### config.mk
export PLATFORM = sky130hd
export DESIGN_NAME = word_serializer
export DESIGN_NICKNAME = d
export VERILOG_FILES = /design/src/rtl/word_serializer_pkg.sv /design/src/rtl/piso_shift_reg.sv /design/src/rtl/word_serializer.sv
export SDC_FILE = /design/constraint.sdc
export NUM_CORES = 1
export LEC_CHECK = 0
export CAP_MARGIN = 5
export CORE_AREA = 2 2 57 45
export DETAILED_ROUTE_END_ITERATION = 16
export DIE_AREA = 0 0 59 47
export PLACE_DENSITY = 0.75
export SLEW_MARGIN = 40
export SYNTH_ARGS = -nofsm -noshare
export SYNTH_HDL_FRONTEND = slang
export SYNTH_HIERARCHICAL = 1
export SYNTH_SLANG_ARGS = --single-unit
### constraint.sdc
create_clock -name clk -period 1.5 [get_ports clk]
set_input_delay 0.225 -clock clk [delete_from_list [all_inputs] [get_ports clk]]
set_output_delay 0.225 -clock clk [all_outputs]
set_load 0.1 [all_outputs]
### src/rtl/word_serializer_pkg.sv
// -----------------------------------------------------------------------------
// word_serializer_pkg
// Shared definitions for the word serializer slice: the frame FSM state type,
// the line levels driven in the idle/start/stop portions of a frame, and the
// parity helper.
//
// Build option: WORD_SERIALIZER_PARITY_EN adds the PARITY state to the enum.
// -----------------------------------------------------------------------------
package word_serializer_pkg;

    typedef enum logic [2:0] {
        IDLE   = 3'd0,
        START  = 3'd1,
        DATA   = 3'd2,
`ifdef WORD_SERIALIZER_PARITY_EN
        PARITY = 3'd3,
`endif
        STOP   = 3'd4
    } ws_state_e;

    // Line level on dout for the framing portions of the serial stream
    localparam logic LINE_IDLE  = 1'b1;
    localparam logic LINE_START = 1'b0;
    localparam logic LINE_STOP  = 1'b1;

    // Even parity bit: XOR of all payload bits. Payloads are at most 32 bits
    // wide, so callers zero-extend; the extra zeros do not change the XOR.
    function automatic logic even_parity(input logic [31:0] word);
        return ^word;
    endfunction

endpackage

### src/rtl/piso_shift_reg.sv
// -----------------------------------------------------------------------------
// piso_shift_reg
// Parallel-in, serial-out shift register. A load captures a whole word; each
// shift moves the word one place to the right so the next bit appears at lsb.
//
// Ports:
//   clk        rising-edge clock
//   areset     asynchronous active-high reset, clears the register
//   load       capture load_data (wins over shift)
//   shift      shift right by one, zero fill from the top
//   load_data  parallel word, WIDTH bits
//   lsb        current least-significant bit (next serial bit)
// -----------------------------------------------------------------------------
module piso_shift_reg
    import word_serializer_pkg::*;
#(
    parameter int WIDTH = 8
) (
    input  logic             clk,
    input  logic             areset,
    input  logic             load,
    input  logic             shift,
    input  logic [WIDTH-1:0] load_data,
    output logic             lsb
);

    logic [WIDTH-1:0] sr_q;

    always_ff @(posedge clk or posedge areset) begin
        if (areset) begin
            sr_q <= '0;
        end else if (load) begin
            sr_q <= load_data;
        end else if (shift) begin
            sr_q <= {1'b0, sr_q[WIDTH-1:1]};
        end
    end

    assign lsb = sr_q[0];

endmodule

### src/rtl/word_serializer.sv
// -----------------------------------------------------------------------------
// word_serializer
// Serializes a WIDTH-bit word onto a single line as a frame:
//   start bit (0), WIDTH data bits LSB first, [even parity bit], stop bit (1).
// A new word may be accepted in IDLE or in the STOP cycle; accepting in STOP
// chains frames back to back with no idle bit between them.
//
// Build option: WORD_SERIALIZER_PARITY_EN inserts a PARITY state between DATA
// and STOP carrying the even parity of the payload. Without it the parity
// state and its register do not exist.
//
// Ports:
//   clk        rising-edge clock
//   areset     asynchronous active-high reset, aborts any frame in progress
//   in_data    parallel word to serialize (WIDTH bits)
//   in_valid   in_data is valid
//   in_ready   a word can be accepted this cycle (IDLE or STOP)
//   dout       registered serial line
//   busy       a frame is in progress (state other than IDLE)
//   done       one-cycle pulse during the stop bit
// -----------------------------------------------------------------------------
module word_serializer
    import word_serializer_pkg::*;
#(
    parameter int WIDTH = 8
) (
    input  logic             clk,
    input  logic             areset,
    input  logic [WIDTH-1:0] in_data,
    input  logic             in_valid,
    output logic             in_ready,
    output logic             dout,
    output logic             busy,
    output logic             done
);

    localparam int               CNT_W    = $clog2(WIDTH) + 1;
    localparam logic [CNT_W-1:0] LAST_BIT = CNT_W'(WIDTH);
    localparam logic [CNT_W-1:0] CNT_ONE  = {{(CNT_W-1){1'b0}}, 1'b1};

    ws_state_e        state;
    logic [CNT_W-1:0] bit_cnt;
    logic             dout_q;
    logic             done_q;
    logic             accept;
    logic             shift_en;
    logic             sr_lsb;

    assign in_ready = (state == IDLE) || (state == STOP);
    assign accept   = in_valid && in_ready;
    assign busy     = (state != IDLE);
    assign dout     = dout_q;
    assign done     = done_q;

    // bit_cnt counts data bits already placed on dout. The register shifts in
    // the same cycle a bit is moved to dout, so sr_lsb always holds the next
    // bit; no shift once the last bit is out.
    assign shift_en = (state == START) || ((state == DATA) && (bit_cnt != LAST_BIT));

    piso_shift_reg #(
        .WIDTH (WIDTH)
    ) u_piso (
        .clk       (clk),
        .areset    (areset),
        .load      (accept),
        .shift     (shift_en),
        .load_data (in_data),
        .lsb       (sr_lsb)
    );

`ifdef WORD_SERIALIZER_PARITY_EN
    // Parity is taken from the word at acceptance, so later in_data changes
    // cannot disturb it.
    logic par_q;

    always_ff @(posedge clk or posedge areset) begin
        if (areset) begin
            par_q <= 1'b0;
        end else if (accept) begin
            par_q <= even_parity(32'(in_data));
        end
    end
`endif

    // Frame FSM: state, bit counter and the registered line outputs
    always_ff @(posedge clk or posedge areset) begin
        if (areset) begin
            state   <= IDLE;
            bit_cnt <= '0;
            dout_q  <= LINE_IDLE;
            done_q  <= 1'b0;
        end else begin
            done_q <= 1'b0;
            unique case (state)
                IDLE, STOP: begin
                    if (accept) begin
                        state   <= START;
                        bit_cnt <= '0;
                        dout_q  <= LINE_START;
                    end else begin
                        state  <= IDLE;
                        dout_q <= LINE_IDLE;
                    end
                end
                START: begin
                    state   <= DATA;
                    dout_q  <= sr_lsb;
                    bit_cnt <= bit_cnt + CNT_ONE;
                end
                DATA: begin
                    if (bit_cnt != LAST_BIT) begin
                        dout_q  <= sr_lsb;
                        bit_cnt <= bit_cnt + CNT_ONE;
                    end else begin
`ifdef WORD_SERIALIZER_PARITY_EN
                        state  <= PARITY;
                        dout_q <= par_q;
`else
                        state  <= STOP;
                        dout_q <= LINE_STOP;
                        done_q <= 1'b1;
`endif
                    end
                end
`ifdef WORD_SERIALIZER_PARITY_EN
                PARITY: begin
                    state  <= STOP;
                    dout_q <= LINE_STOP;
                    done_q <= 1'b1;
                end
`endif
                default: begin
                    state  <= IDLE;
                    dout_q <= LINE_IDLE;
                end
            endcase
        end
    end

endmodule

---- Word-level counts from Yosys, hierarchy flattened ----
Cells that the tools add are included.
cells by class
  add/sub/neg operators ................... 1
  eq/ne operators ......................... 7
  mux-type cells .......................... 13
  reduce and logical (&&, ||, !) cells .... 10
operators with widths
  operator                                              number
  2-to-1 mux 8 bit                                      2
  one-hot mux 4 bit (3 select lines)                    1
  one-hot mux 3 bit (3 select lines)                    1
  2-to-1 mux 4 bit                                      2
  nonzero test 3 bit                                    2
  2-to-1 mux 1 bit                                      5
  adder 4 x 1 -> 4 bit (second input constant)          1
  != test 2 bit (second input constant)                 2
  != test 4 bit (second input constant)                 1
  equality test 3 x 1 -> 1 bit (second input constant)  1
  equality test 3 x 2 -> 1 bit (second input constant)  1
  equality test 3 bit (second input constant)           1
  logical NOT 3 bit                                     1
  2-to-1 mux 3 bit                                      1
  one-hot mux 1 bit (3 select lines)                    1
  AND reduction 3 bit                                   1
  logical AND 1 bit                                     2
  logical OR 1 bit                                      2
  != test 2 x 1 -> 1 bit (second input constant)        1
  nonzero test 2 bit                                    1
  OR reduction 2 bit                                    1
storage, ports and cells
  bits in registers ....................... 17
  input bits .............................. 11
  output and inout bits ................... 4
  word-level logic and storage cells ...... 36

---- Depth between registers and ports, before layout ----
Gate-level depths: netlist of the first run.
  depth in word-level cells ............... 5
  mapped depth ............................ 8
  mapped depth without buffers ............ 7

---- By module ----
Netlist of the first run, hierarchy kept.
modules (own cells, without submodules)
  module           instances  cells each  area each (um^2)  seq. area each (um^2)
  word_serializer  1          43          478.0             226.5
  piso_shift_reg   1          35          372.9             200.2

---- Worst setup path after synthesis of the first run ----
Ideal clock, no wire load.
  kind .................................... register to output
  start ................................... register state[1]
  end ..................................... output port busy
  data arrival time ....................... 2.818 ns
  data required time ...................... 1.275 ns
  setup slack ............................. -1.543 ns
  stages on the path, launching flop included .. 3
  path buffers ............................ 0
  cell sequence ........................... dfrtp_1 nor2_1 nand2_1
on the way
  longest elaborated chain between the ends .. 1
RTL lines
  item                    RTL line                source
  from (decl)             word_serializer.sv:41   ws_state_e state;
  from (signal assigned)  word_serializer.sv:88   state <= IDLE;
  from (signal assigned)  word_serializer.sv:97   state <= START;
  from (signal assigned)  word_serializer.sv:101  state <= IDLE;
  nonzero test 3 bit      word_serializer.sv:51   assign busy = (state != IDLE);
  to (decl)               word_serializer.sv:33   output logic busy,
Every way passes these cells.

---- Worst setup path after layout of the first run ----
  start ................................... register state[0]
  end ..................................... register bit_cnt[0]
on the way
  longest elaborated chain between the ends .. 5
  elaborated cells on any way between the ends .. 12
  those cells by class .................... 5 x eq/ne; 1 x mux; 6 x reduce/logical
RTL lines
  item                                                             RTL line                                      source
  equality test 3 bit / logical NOT 3 bit (equally long branches)  word_serializer.sv:49, word_serializer.sv:94
  logical OR 1 bit                                                 word_serializer.sv:49                         assign in_ready = (state == IDLE) || (state == STOP);
  logical AND 1 bit                                                word_serializer.sv:50                         assign accept = in_valid && in_ready;
  != test 2 bit (no line)                                          --
  AND reduction 3 bit (no line)                                    --
  to (signal assigned)                                             word_serializer.sv:108                        bit_cnt <= bit_cnt + CNT_ONE;
  to (signal assigned)                                             word_serializer.sv:113                        bit_cnt <= bit_cnt + CNT_ONE;
  to (decl)                                                        word_serializer.sv:42                         logic [CNT_W-1:0] bit_cnt;
Parallel ways exist; a longest one is shown, timed or not.
A chain may end at the register's enable or synchronous reset.

==> results of run 1 <==
[sequential cells by signal (all words and copies together) (netlist names)]
name,cells
bit_cnt,4
done,1
dout,1
state,3
u_piso/sr_q,8
[cell families (layout without fill, tap and decap cells)]
| family | Yosys count | in the layout | share of synthesized area |
|---|---|---|---|
| buf+inv | 7 | 36 | 0.0485 |
| flops | 17 | 17 | 0.501 |
| fa+ha+maj | 2 | 2 | 0.0294 |
| simple gates | 25 | 25 | 0.166 |
| mux | 10 | 10 | 0.121 |
| compound gates | 17 | 18 | 0.134 |
[power by group through the flow]
stage | clock, W | sequential [W] | combinational (W)
final | 0.000259 | 0.000793 | 0.00182
after global routing | 0.000285 | 0.000816 | 0.00194
after CTS | 0.000266 | 0.000791 | 0.00175
after detailed placement | 0 | 0.000795 | 0.00165
after global placement | 0 | 0.000781 | 0.00162
after floorplan | 0 | 0.000913 | 0.000995
[cell usage in the layout (no fill, tap or decap), types with 2 or more instances in the layout]
cell type        synthesis  final
a22o_1                   2      2
and2_1                   3      2
buf_12                   0      5
buf_4                    0      7
buf_6                    2      5
clkbuf_4                 0      3
clkdlybuf4s50_1          0     10
dfrtp_1                 16     15
inv_1                    4      3
inv_2                    1      2
mux2_2                   2      2
mux2i_1                  8      8
nand2_1                  9      8
nand2b_1                 2      2
nor2_1                   4      3
nor3_1                   3      3
o21ai_1                  8      9
[through the flow]
stage,std cells,setup slack (ps)
final,133,-9.09
after global routing,133,-71.5
after CTS,132,-11.4
after detailed placement,125,-55.0
after global placement,125,-28.9
after floorplan,78,-142
[repair_timing]
item | in CTS | in global routing
setup endpoints to repair | 9 | 13
pin swaps | 2 | 3
gates resized for setup | 5 | 4
gates cloned | 1 | 0
setup buffers | 2 | 1
[path summary, 6_finish.rpt]
kind / end / depth (start not counted) / slack [ps]
max: bit_cnt[0] / 6 / -9
min: u_piso/sr_q[4] / 2 / 190
max reg2reg: bit_cnt[0] / 6 / -9
min reg2reg: dout / 1 / 490
max in group asynchronous: dout / 2 / 980
min in group clk: u_piso/sr_q[6] / 3 / 440
[layer usage]
layer | vias up | GRT usage | part of all wire
met5 | - | 0 | 0
met4 | 0 | 0.0409 | 0.010
met3 | 2 | 0.0468 | 0.040
met2 | 11 | 0.240 | 0.48
met1 | 316 | 0.191 | 0.47
li1 | 328 | - | -
[worst reg2reg max path: stages, from the launching register on]
cell and delay, ps:
dfrtp_1 420, buf_6 130, nand2b_4 150, nand3b_4 190, buf_6 130, o21a_4 120, mux2_2 250
[layout make-up]
| cell class | count | area share |
|---|---|---|
| well taps | 25 | 0.0253 |
| inverters | 5 | 0.0152 |
| repair buffers | 27 | 0.250 |
| clock inverters | 1 | 0.00404 |
| multi-input cells | 55 | 0.342 |
| clock buffers | 3 | 0.0182 |
| flip-flops and latches | 17 | 0.346 |
==> impl_results.md, run 1 <==
* Worst Setup Path Type: reg -> reg
* Pin count of the biggest net entering global routing at 16
* PD cells at 2320 nW/um2
* Number of sinks handled by clock tree synthesis at 17
* Setup TNS Final at -9.09 ps
* Clock period minus worst slack at 1510 ps
* Post-DRT Antenna Nets at 0
* Post-synth top flop: dfrtp_1
* Clock slew at the register clock pins of the worst setup and hold paths at 110 ps
* Distinct cell type count of the synthesized netlist at 25
* CTS Hold Bufs at 0
* Register bit count reported by yosys at 17
* EDFF count, synth at 0
* Count of yosys warnings during synthesis at 6
* Worst path most repeated cell: buf_6
* Tot GR Track Use at 0.147
* Most frequent cells after synthesis: 16 x dfrtp_1, 9 x nand2_1, 8 x mux2i_1, 8 x o21ai_1
* Comb pwr share at 0.633
* Worst setup startpoint: state[0]
* Vias post-DR at 657
* Aggregate global routing overflow at 0
* Area grow syn2layout at 45.4%
* Buf+Inv Stages, Crit Path at 2
* Final instance area at 1240 um2
* Remaining routing DRC violations at 0
* First-pass GRT wire length at 2.95 mm
* Final layout net count at 122
* Startpoint kind of the worst setup timing path: register
* Hold violation total from the final report at 0
* IO Count at 15
* Setup repair after global routing missed its margin: true
* Layout cells sized above 1 at 0.343
* Number of max-slew violations in the final report at 0
* Slew margin rel. at 0.757
* Maximum frequency from static timing analysis at 0.663 GHz
* CTS H-tree depth at 1
* Element type at the critical path end: register
* Clock share of power at 0.090
* Multi-input gate area in the final layout at 423 um2
* Cell accounting for the most synthesized area: dfrtp_1
* Path class of the lowest-slack min-delay path: in -> async
* Worst Max-Slew Pin Slew at 363 ps
* Seq. cell area at 428 um2
* Syn Inst Count at 78
* Critical path's slowest cell: dfrtp_1
* Most numerous cell in the Yosys netlist: dfrtp_1
* Starting utilization of the core area at 0.384
* Overall power of the completed layout at 0.00287 W
* Buffers on Ports at 14
* Height of the die at 47 um
* Max Clock Skew at 12.7 ps
* Ordered list of cells on the worst path: buf_6 -> nand2b_4 -> nand3b_4 -> buf_6 -> o21a_4 -> mux2_2
* Average size of a mapped cell at 10.9 um2
* Top cell type's share of synthesized area at 0.471
* Top cell family by delay on the critical path: flip-flops
* Arrival time reported for the critical path endpoint at 1700 ps
* Number of fill cells in the layout at 206
* Final-report setup violation count at 1
* Share of the yosys chip area belonging to registers at 0.501
* Cell at the root of the clock tree: clkbuf_4
* Leakage power total at 0.576 nW
* Vias in the first global route at 628
* Area contributors post-synth: dfrtp_1 47%, mux2i_1 9.4%, o21ai_1 4.7%
* Chip Width at 59 um
* Number of buffers created by CTS at 3
* Detail-routed net length per standard cell at 14.0 um
* Max-Cap Viols at 0
* Largest stage delay, worst path at 420 ps
* Post-route worst setup slack at -9.09 ps
* Number of detailed-routing iterations run before antenna repair at 4
* Violations in the final reports: negative setup slack
* Post-route clock period utilization at 1.01
* Antenna cells at 0
* Gp weighted congestion at 0.738
* Clock tree buffer depth at 2
* Final design utilization at 0.559
* Synth Net Count at 91
* Insertion delay of the later-clocked pin in the worst-skew pair at 310 ps
* Switching power share of the total at 0.433
* Internal power component at 0.00163 W
* Netlist Area Pre-Place at 851 um2
* Number of antenna violations at the first check in global routing at 0
* Cell area reported after detailed placement at 1150 um2
* Routed wire length at 1.86 mm
* CP required at 1690 ps
* TritonCTS clock tree: built
* Maximum fanout along the worst path at 4
* Core Footprint at 2210 um2
* Count of standard-cell rows at 15
* Violation count after the first detailed-route iteration at 26
* Async S/R FF share, synth at 1.00
* Vias per cell at 4.94
* Result of the run: complete, but fails checks
* Post-detail-place hpwl at 1.34 mm
* Switch Pwr at 0.00124 W
* Worst R2R Start: state[0]
* Peak supply drop at 0.00115 V
* Sequential group share of total power at 0.277
* Hold_ws at 191 ps
* DIE AREA at 2770 um2
(Power assumes the default switching activity.)
==> run 2: changes to the inputs <==
--- a/config.mk
+++ b/config.mk
@@ -9,7 +9,7 @@
 export CORE_AREA = 2 2 57 45
 export DETAILED_ROUTE_END_ITERATION = 16
 export DIE_AREA = 0 0 59 47
-export PLACE_DENSITY = 0.75
+export PLACE_DENSITY = 0.73
 export SLEW_MARGIN = 40
 export SYNTH_ARGS = -nofsm -noshare
 export SYNTH_HDL_FRONTEND = slang
==> constraint.sdc (replaced) <==
create_clock -name clk -period 1.6 [get_ports clk]
set_input_delay 0.24 -clock clk [delete_from_list [all_inputs] [get_ports clk]]
set_output_delay 0.24 -clock clk [all_outputs]
set_load 0.1 [all_outputs]
==> impl_results.md, run 2 (synthesis gave the netlist of run 1 again) <==
* Layout cells sized above 1 at 0.273 (-0.0699)
* Top cell family by delay on the critical path: flip-flops
* Commonest non-fill, non-tap cell in the layout: dfrtp_1
* Critical path's slowest cell: dfrtp_1
* Post-route worst setup slack at 81.0 ps (+90.0 ps)
* Buffers on Ports at 14 (unchanged)
* Maximum frequency from static timing analysis at 0.658 GHz (-0.66%)
* Max Clock Skew at 9.61 ps (-3.04 ps)
* Leading cell types in the layout, fill and taps excluded: 15 x dfrtp_1, 10 x clkdlybuf4s50_1, 8 x mux2i_1, 8 x o21ai_1, 8 x nand2_1
* Result of the run: completed
* Capturing element of the worst setup path: u_piso/sr_q[2]
* Ordered list of cells on the worst path: inv_2 -> ha_4 -> nand3b_1 -> nand3b_4 -> o21ai_4 -> mux2i_1 -> o21ai_1
* Reg2Reg Setup Slack at 80 ps (+90 ps)
* Clock tree buffer depth at 2 (unchanged)
* Post-detail-place hpwl at 1.27 mm (-5.1%)
* Worst Setup Path Type: reg -> reg
* Worst setup slack before clock tree synthesis at -54.1 ps (+0.916 ps)
* Detail-routed net length per standard cell at 13.8 um (-1.4%)
* Worst setup startpoint: bit_cnt[0]
* Vias post-DR at 633 (-3.7%)
* Buf+Inv Stages, Crit Path at 1 (-1)
* Cell at the root of the clock tree: clkbuf_4
* Max-Cap Viols at 0 (unchanged)
* Clock slew at the register clock pins of the worst setup and hold paths at 110 ps (about the same)
* Worst Max-Slew Pin Slew at 357 ps (-6.60 ps)
* Largest stage delay, worst path at 390 ps (-30 ps)
* Pin count of the biggest net entering global routing at 18 (+2)
* Chip Width at 59 um (unchanged)
* Core Footprint at 2210 um2 (unchanged)
* CTS H-tree depth at 1 (unchanged)
* Insertion delay of the later-clocked pin in the worst-skew pair at 310 ps (about the same)
* Area grow syn2layout at 34.0%
* Number of detailed-routing iterations run before antenna repair at 3 (-1)
* Depth of the worst register-to-register path at 7 (+1)
* Number of buffers created by CTS at 3 (unchanged)
* Routed wire length at 1.71 mm (-8.1%)
* Number of sinks handled by clock tree synthesis at 17 (unchanged)
* DIE AREA at 2770 um2 (unchanged)
* Final layout net count at 113 (-7.4%)
* Remaining routing DRC violations at 0 (unchanged)
* Arrival time reported for the critical path endpoint at 1710 ps (about the same)
* First-pass GRT wire length at 2.77 mm (-6.1%)
* Path class of the lowest-slack min-delay path: in -> async
* Number of max-slew violations in the final report at 0 (unchanged)
* Violation count after the first detailed-route iteration at 10 (-62%)
* Tot GR Track Use at 0.138 (-0.00886)
* Antenna cells at 0 (unchanged)
* Final-report setup violation count at 0 (-1)
* Post-route clock period utilization at 0.949 (-0.0567)
* Number of flip-flops in the largest register at 8 (unchanged)
* Vias per cell at 5.10 (+3.3%)
* Aggregate global routing overflow at 0 (unchanged)
* Startpoint kind of the worst setup timing path: register
* Clock period minus worst slack at 1520 ps (+9.95 ps)
* Post-DRT Antenna Nets at 0 (unchanged)
* Slew margin rel. at 0.762 (+0.00440)
* Count of standard-cell rows at 15 (unchanged)
* Overall power of the completed layout at 0.00248 W (-14%)
* TritonCTS clock tree: built
* Capturing point of the worst reg2reg path: u_piso/sr_q[2]
* Element type at the critical path end: register
* Maximum fanout along the worst path at 6 (+2)
* Height of the die at 47 um (unchanged)
* Gp weighted congestion at 0.744 (+0.77%)
* CP required at 1790 ps (+100 ps)
* Leakage power total at 0.523 nW (-9.3%)
* Stages on the worst setup path at 7 (+1)
* PD cells at 2170 nW/um2 (-6.1%)
* Vias in the first global route at 637 (+1.4%)
* Starting utilization of the core area at 0.384 (unchanged)
* Number of antenna violations at the first check in global routing at 0 (unchanged)
* Worst R2R Start: bit_cnt[0]
* Most flops, register: u_piso/sr_q
* Hold violation total from the final report at 0 (unchanged)
* Largest registers: u_piso/sr_q x8, bit_cnt x4, state x3
* IO Count at 15 (unchanged)
* Peak supply drop at 0.000645 V (-44%)
[run 2: worst min path at each step]
stage | end | startpoint | slack (ps)
after floorplan | u_piso/sr_q[0] | areset | 60
after global placement | dout | u_piso/sr_q[0] | 490
after detailed placement | dout | u_piso/sr_q[0] | 480
after CTS | u_piso/sr_q[5] | areset | 210
after global routing | u_piso/sr_q[5] | areset | 210
final | u_piso/sr_q[5] | areset | 190
[run 2: worst register-to-register path, stage by stage, from the launching register on]
cell and delay [ps]:
dfrtp_1 390, inv_2 70, ha_4 150, nand3b_1 150, nand3b_4 130, o21ai_4 150, mux2i_1 280, o21ai_1 90
[run 2: final cells by class]
class	count	area (um2)
fill	202	1070
sequential	17	428
multi-input combinational	55	424
timing repair buffer	18	210
tap	25	31.3
clock buffer	3	22.5
inverter	5	18.8
clock inverter	1	5.00
[run 2: metrics by stage]
stage	area [um2]	hold slack (ps)	TNS, ps	instances	util
after global routing	1140	208	-0.797	124	0.515
final	1140	193	0	124	0.515
after detailed placement	1080	483	-126	118	0.486
after global placement	1080	490	0	118	0.486
after floorplan	865	55.7	-122	78	-
after CTS	1110	205	0	122	0.502
[run 2: repair_timing]
action / 4_1_cts / 5_1_grt
hold endpoints to repair: 0 / 0
hold buffers: 0 / 0
cloned: 0 / 1
endpoints found under the setup margin: 6 / 7
buffers inserted: 0 / 1
pin swaps: 0 / 2
gates resized for setup: 1 / 3
[run 2: per-layer routing]
layer | part of all wire | wire (um) | up-vias | GRT usage
met2 | 0.48 | 812 | 13 | 0.222
li1 | - | - | 309 | -
met5 | 0 | 0 | - | 0
met1 | 0.47 | 803 | 309 | 0.183
met4 | 0.012 | 21 | 0 | 0.0409
met3 | 0.040 | 68 | 2 | 0.0413
[run 2: report_power, final]
group	switching (W)	internal (W)
Clock	0.000150	0.0000935
Combinational	0.000830	0.000647
Sequential	0.000135	0.000624
Total	0.00112	0.00136
==> run 3: changes to the inputs <==
--- a/config.mk
+++ b/config.mk
@@ -9,7 +9,9 @@
 export CORE_AREA = 2 2 57 45
 export DETAILED_ROUTE_END_ITERATION = 16
 export DIE_AREA = 0 0 59 47
+export MAX_ROUTING_LAYER = met4
 export PLACE_DENSITY = 0.73
+export SETUP_SLACK_MARGIN = 0.3
 export SLEW_MARGIN = 40
 export SYNTH_ARGS = -nofsm -noshare
 export SYNTH_HDL_FRONTEND = slang
==> impl_results.md, run 3 (synthesis gave the netlist of run 1 again) <==
* Result of the run: completed
* Most flops, register: u_piso/sr_q
* Cell at the root of the clock tree: clkbuf_4
* Startpoint kind of the worst setup timing path: register
* Insertion delay of the later-clocked pin in the worst-skew pair at 300 ps (about the same)
* Setup repair after global routing missed its margin: true
* Worst Max-Slew Pin Slew at 352 ps (-4.89 ps)
* DIE AREA at 2770 um2 (unchanged)
* Final-report setup violation count at 0 (unchanged)
* Core Footprint at 2210 um2 (unchanged)
* Violation count after the first detailed-route iteration at 9 (-1)
* Number of flip-flops in the largest register at 8 (unchanged)
* Clock tree buffer depth at 2 (unchanged)
* Buffers on Ports at 14 (unchanged)
* Max Clock Skew at 9.80 ps (+0.192 ps)
* Maximum frequency from static timing analysis at 0.655 GHz (-0.46%)
* IO Count at 15 (unchanged)
* Cell area reported after detailed placement at 1090 um2 (+1.4%)
* Worst Setup Path Type: reg -> out
* Maximum fanout along the worst path at 3 (-3)
* Vias post-DR at 690 (+9.0%)
* Capturing element of the worst setup path: busy
* Number of fill cells in the layout at 186 (-7.9%)
* Clock period minus worst slack at 1530 ps (+7.05 ps)
* Reg2Reg Setup Slack at 100 ps (+20 ps)
* Gp weighted congestion at 0.780 (+4.8%)
* Final layout net count at 124 (+9.7%)
* Routed wire length at 1.87 mm (+9.8%)
* Number of sinks handled by clock tree synthesis at 17 (unchanged)
* First-pass GRT wire length at 3.11 mm (+12%)
* Slew margin rel. at 0.765 (+0.00327)
* Hold violation total from the final report at 0 (unchanged)
* Number of buffers created by CTS at 3 (unchanged)
* Stages on the worst setup path at 5 (-2)
* Commonest non-fill, non-tap cell in the layout: dfrtp_1
* Remaining routing DRC violations at 0 (unchanged)
* Layout cells sized above 1 at 0.373 (+0.100)
* Vias per cell at 5.11 (+0.12%)
* Setup TNS Final at 0 ps (unchanged)
* Post-route worst setup slack at 73.9 ps (-7.05 ps)
* Worst R2R Start: state[1]
* Critical path's slowest cell: dfrtp_2
* Leading cell types in the layout, fill and taps excluded: 15 x dfrtp_1, 10 x clkdlybuf4s50_1
* Clock slew at the register clock pins of the worst setup and hold paths at 100 ps (about the same)
* Arrival time reported for the critical path endpoint at 1290 ps (-420 ps)
* Starting utilization of the core area at 0.384 (unchanged)
* Worst path most repeated cell: buf_6
* Aggregate global routing overflow at 0 (unchanged)
* Buf+Inv Stages, Crit Path at 3 (+2)
* Seq. cell area at 428 um2 (unchanged)
* Largest stage delay, worst path at 430 ps (+40 ps)
* Post-DRT Antenna Nets at 0 (unchanged)
* Max-Cap Viols at 0 (unchanged)
* Height of the die at 47 um (unchanged)
* Count of standard-cell rows at 15 (unchanged)
* Peak supply drop at 0.00102 V (+58%)
* CP required at 1360 ps (-430 ps)
* TritonCTS clock tree: built
* Path class of the lowest-slack min-delay path: in -> async
* Antenna cells at 0 (unchanged)
* Vias in the first global route at 718 (+13%)
* Number of detailed-routing iterations run before antenna repair at 4 (+1)
* Pin count of the biggest net entering global routing at 11 (-7)
* Post-detail-place hpwl at 1.23 mm (-3.1%)
* Post-route clock period utilization at 0.954 (+0.00440)
* Final instance area at 1270 um2 (+11%)
* Number of max-slew violations in the final report at 0 (unchanged)
* Worst setup slack before clock tree synthesis at 6.41 ps (+60.5 ps)
* Top cell family by delay on the critical path: flip-flops
* Detail-routed net length per standard cell at 13.9 um (+0.84%)
* Multi-input gate area in the final layout at 435 um2 (+2.7%)
* CTS H-tree depth at 1 (unchanged)
* Largest registers: u_piso/sr_q x8, bit_cnt x4, state x3
* Depth of the worst register-to-register path at 6 (-1)
* PD cells at 2160 nW/um2 (-0.68%)
* CTS Hold Bufs at 0 (unchanged)
* Number of antenna violations at the first check in global routing at 0 (unchanged)
* Element type at the critical path end: primary output
* Ordered list of cells on the worst path: buf_6 -> nor2_4 -> buf_6 -> nand2_4 -> buf_12
* Worst setup startpoint: state[1]
* Capturing point of the worst reg2reg path: bit_cnt[2]
* Area grow syn2layout at 49.1%
* Chip Width at 59 um (unchanged)
* Tot GR Track Use at 0.164 (+0.0261)
* Leakage power total at 0.594 nW (+14%)
-- run 3: worst min path at each step --
stage	from	endpoint	slack, ps
final	areset	u_piso/sr_q[0]	210
after global routing	areset	u_piso/sr_q[0]	240
after CTS	areset	u_piso/sr_q[0]	230
after detailed placement	u_piso/sr_q[0]	dout	480
after global placement	u_piso/sr_q[0]	dout	480
after floorplan	areset	u_piso/sr_q[0]	60
-- run 3: cell type report --
class                   count  area share
flip-flops and latches     17       0.337
clock buffers               3      0.0178
inverters                   5      0.0148
repair buffers             29       0.258
clock inverters             1     0.00394
well taps                  25      0.0247
multi-input cells          55       0.343
-- run 3: through the flow --
stage               total power [W]  hold WS (ps)  std cells   util
detailed placement          0.00219           483        119  0.493
finish                      0.00274           212        135  0.573
floorplan                   0.00179          55.7         78      -
global route                0.00291           241        135  0.573
global placement            0.00214           481        119  0.493
CTS                         0.00264           235        133  0.554
-- run 3: where the power goes --
group          switching, W  internal [W]  total (W)
clock network      0.000142     0.0000933   0.000235
logic              0.000888      0.000860    0.00175
registers          0.000134      0.000624   0.000758
-- run 3: repair_timing --
action / 4_1_cts / 5_1_grt
gates cloned: 1 / 0
resized for setup: 4 / 6
setup endpoints to repair: 14 / 16
buffers inserted: 9 / 2
endpoints found under the hold margin: 0 / 0
pin swaps: 5 / 5
-- run 3: worst register-to-register path, cell delays in order, from the launching register on --
cell,delay [ps]
dfrtp_2,430
buf_6,130
buf_4,140
nor3_2,150
nor2_1,60
mux2_2,260
a22o_1,220
-- run 3: layer usage --
| metal | GRT usage | share of wire | up-vias |
|---|---|---|---|
| met5 | - | 0 | - |
| met4 | 0.0864 | 0.015 | 0 |
| met3 | 0.0579 | 0.036 | 2 |
| met2 | 0.264 | 0.51 | 10 |
| met1 | 0.182 | 0.44 | 348 |
| li1 | - | - | 330 |
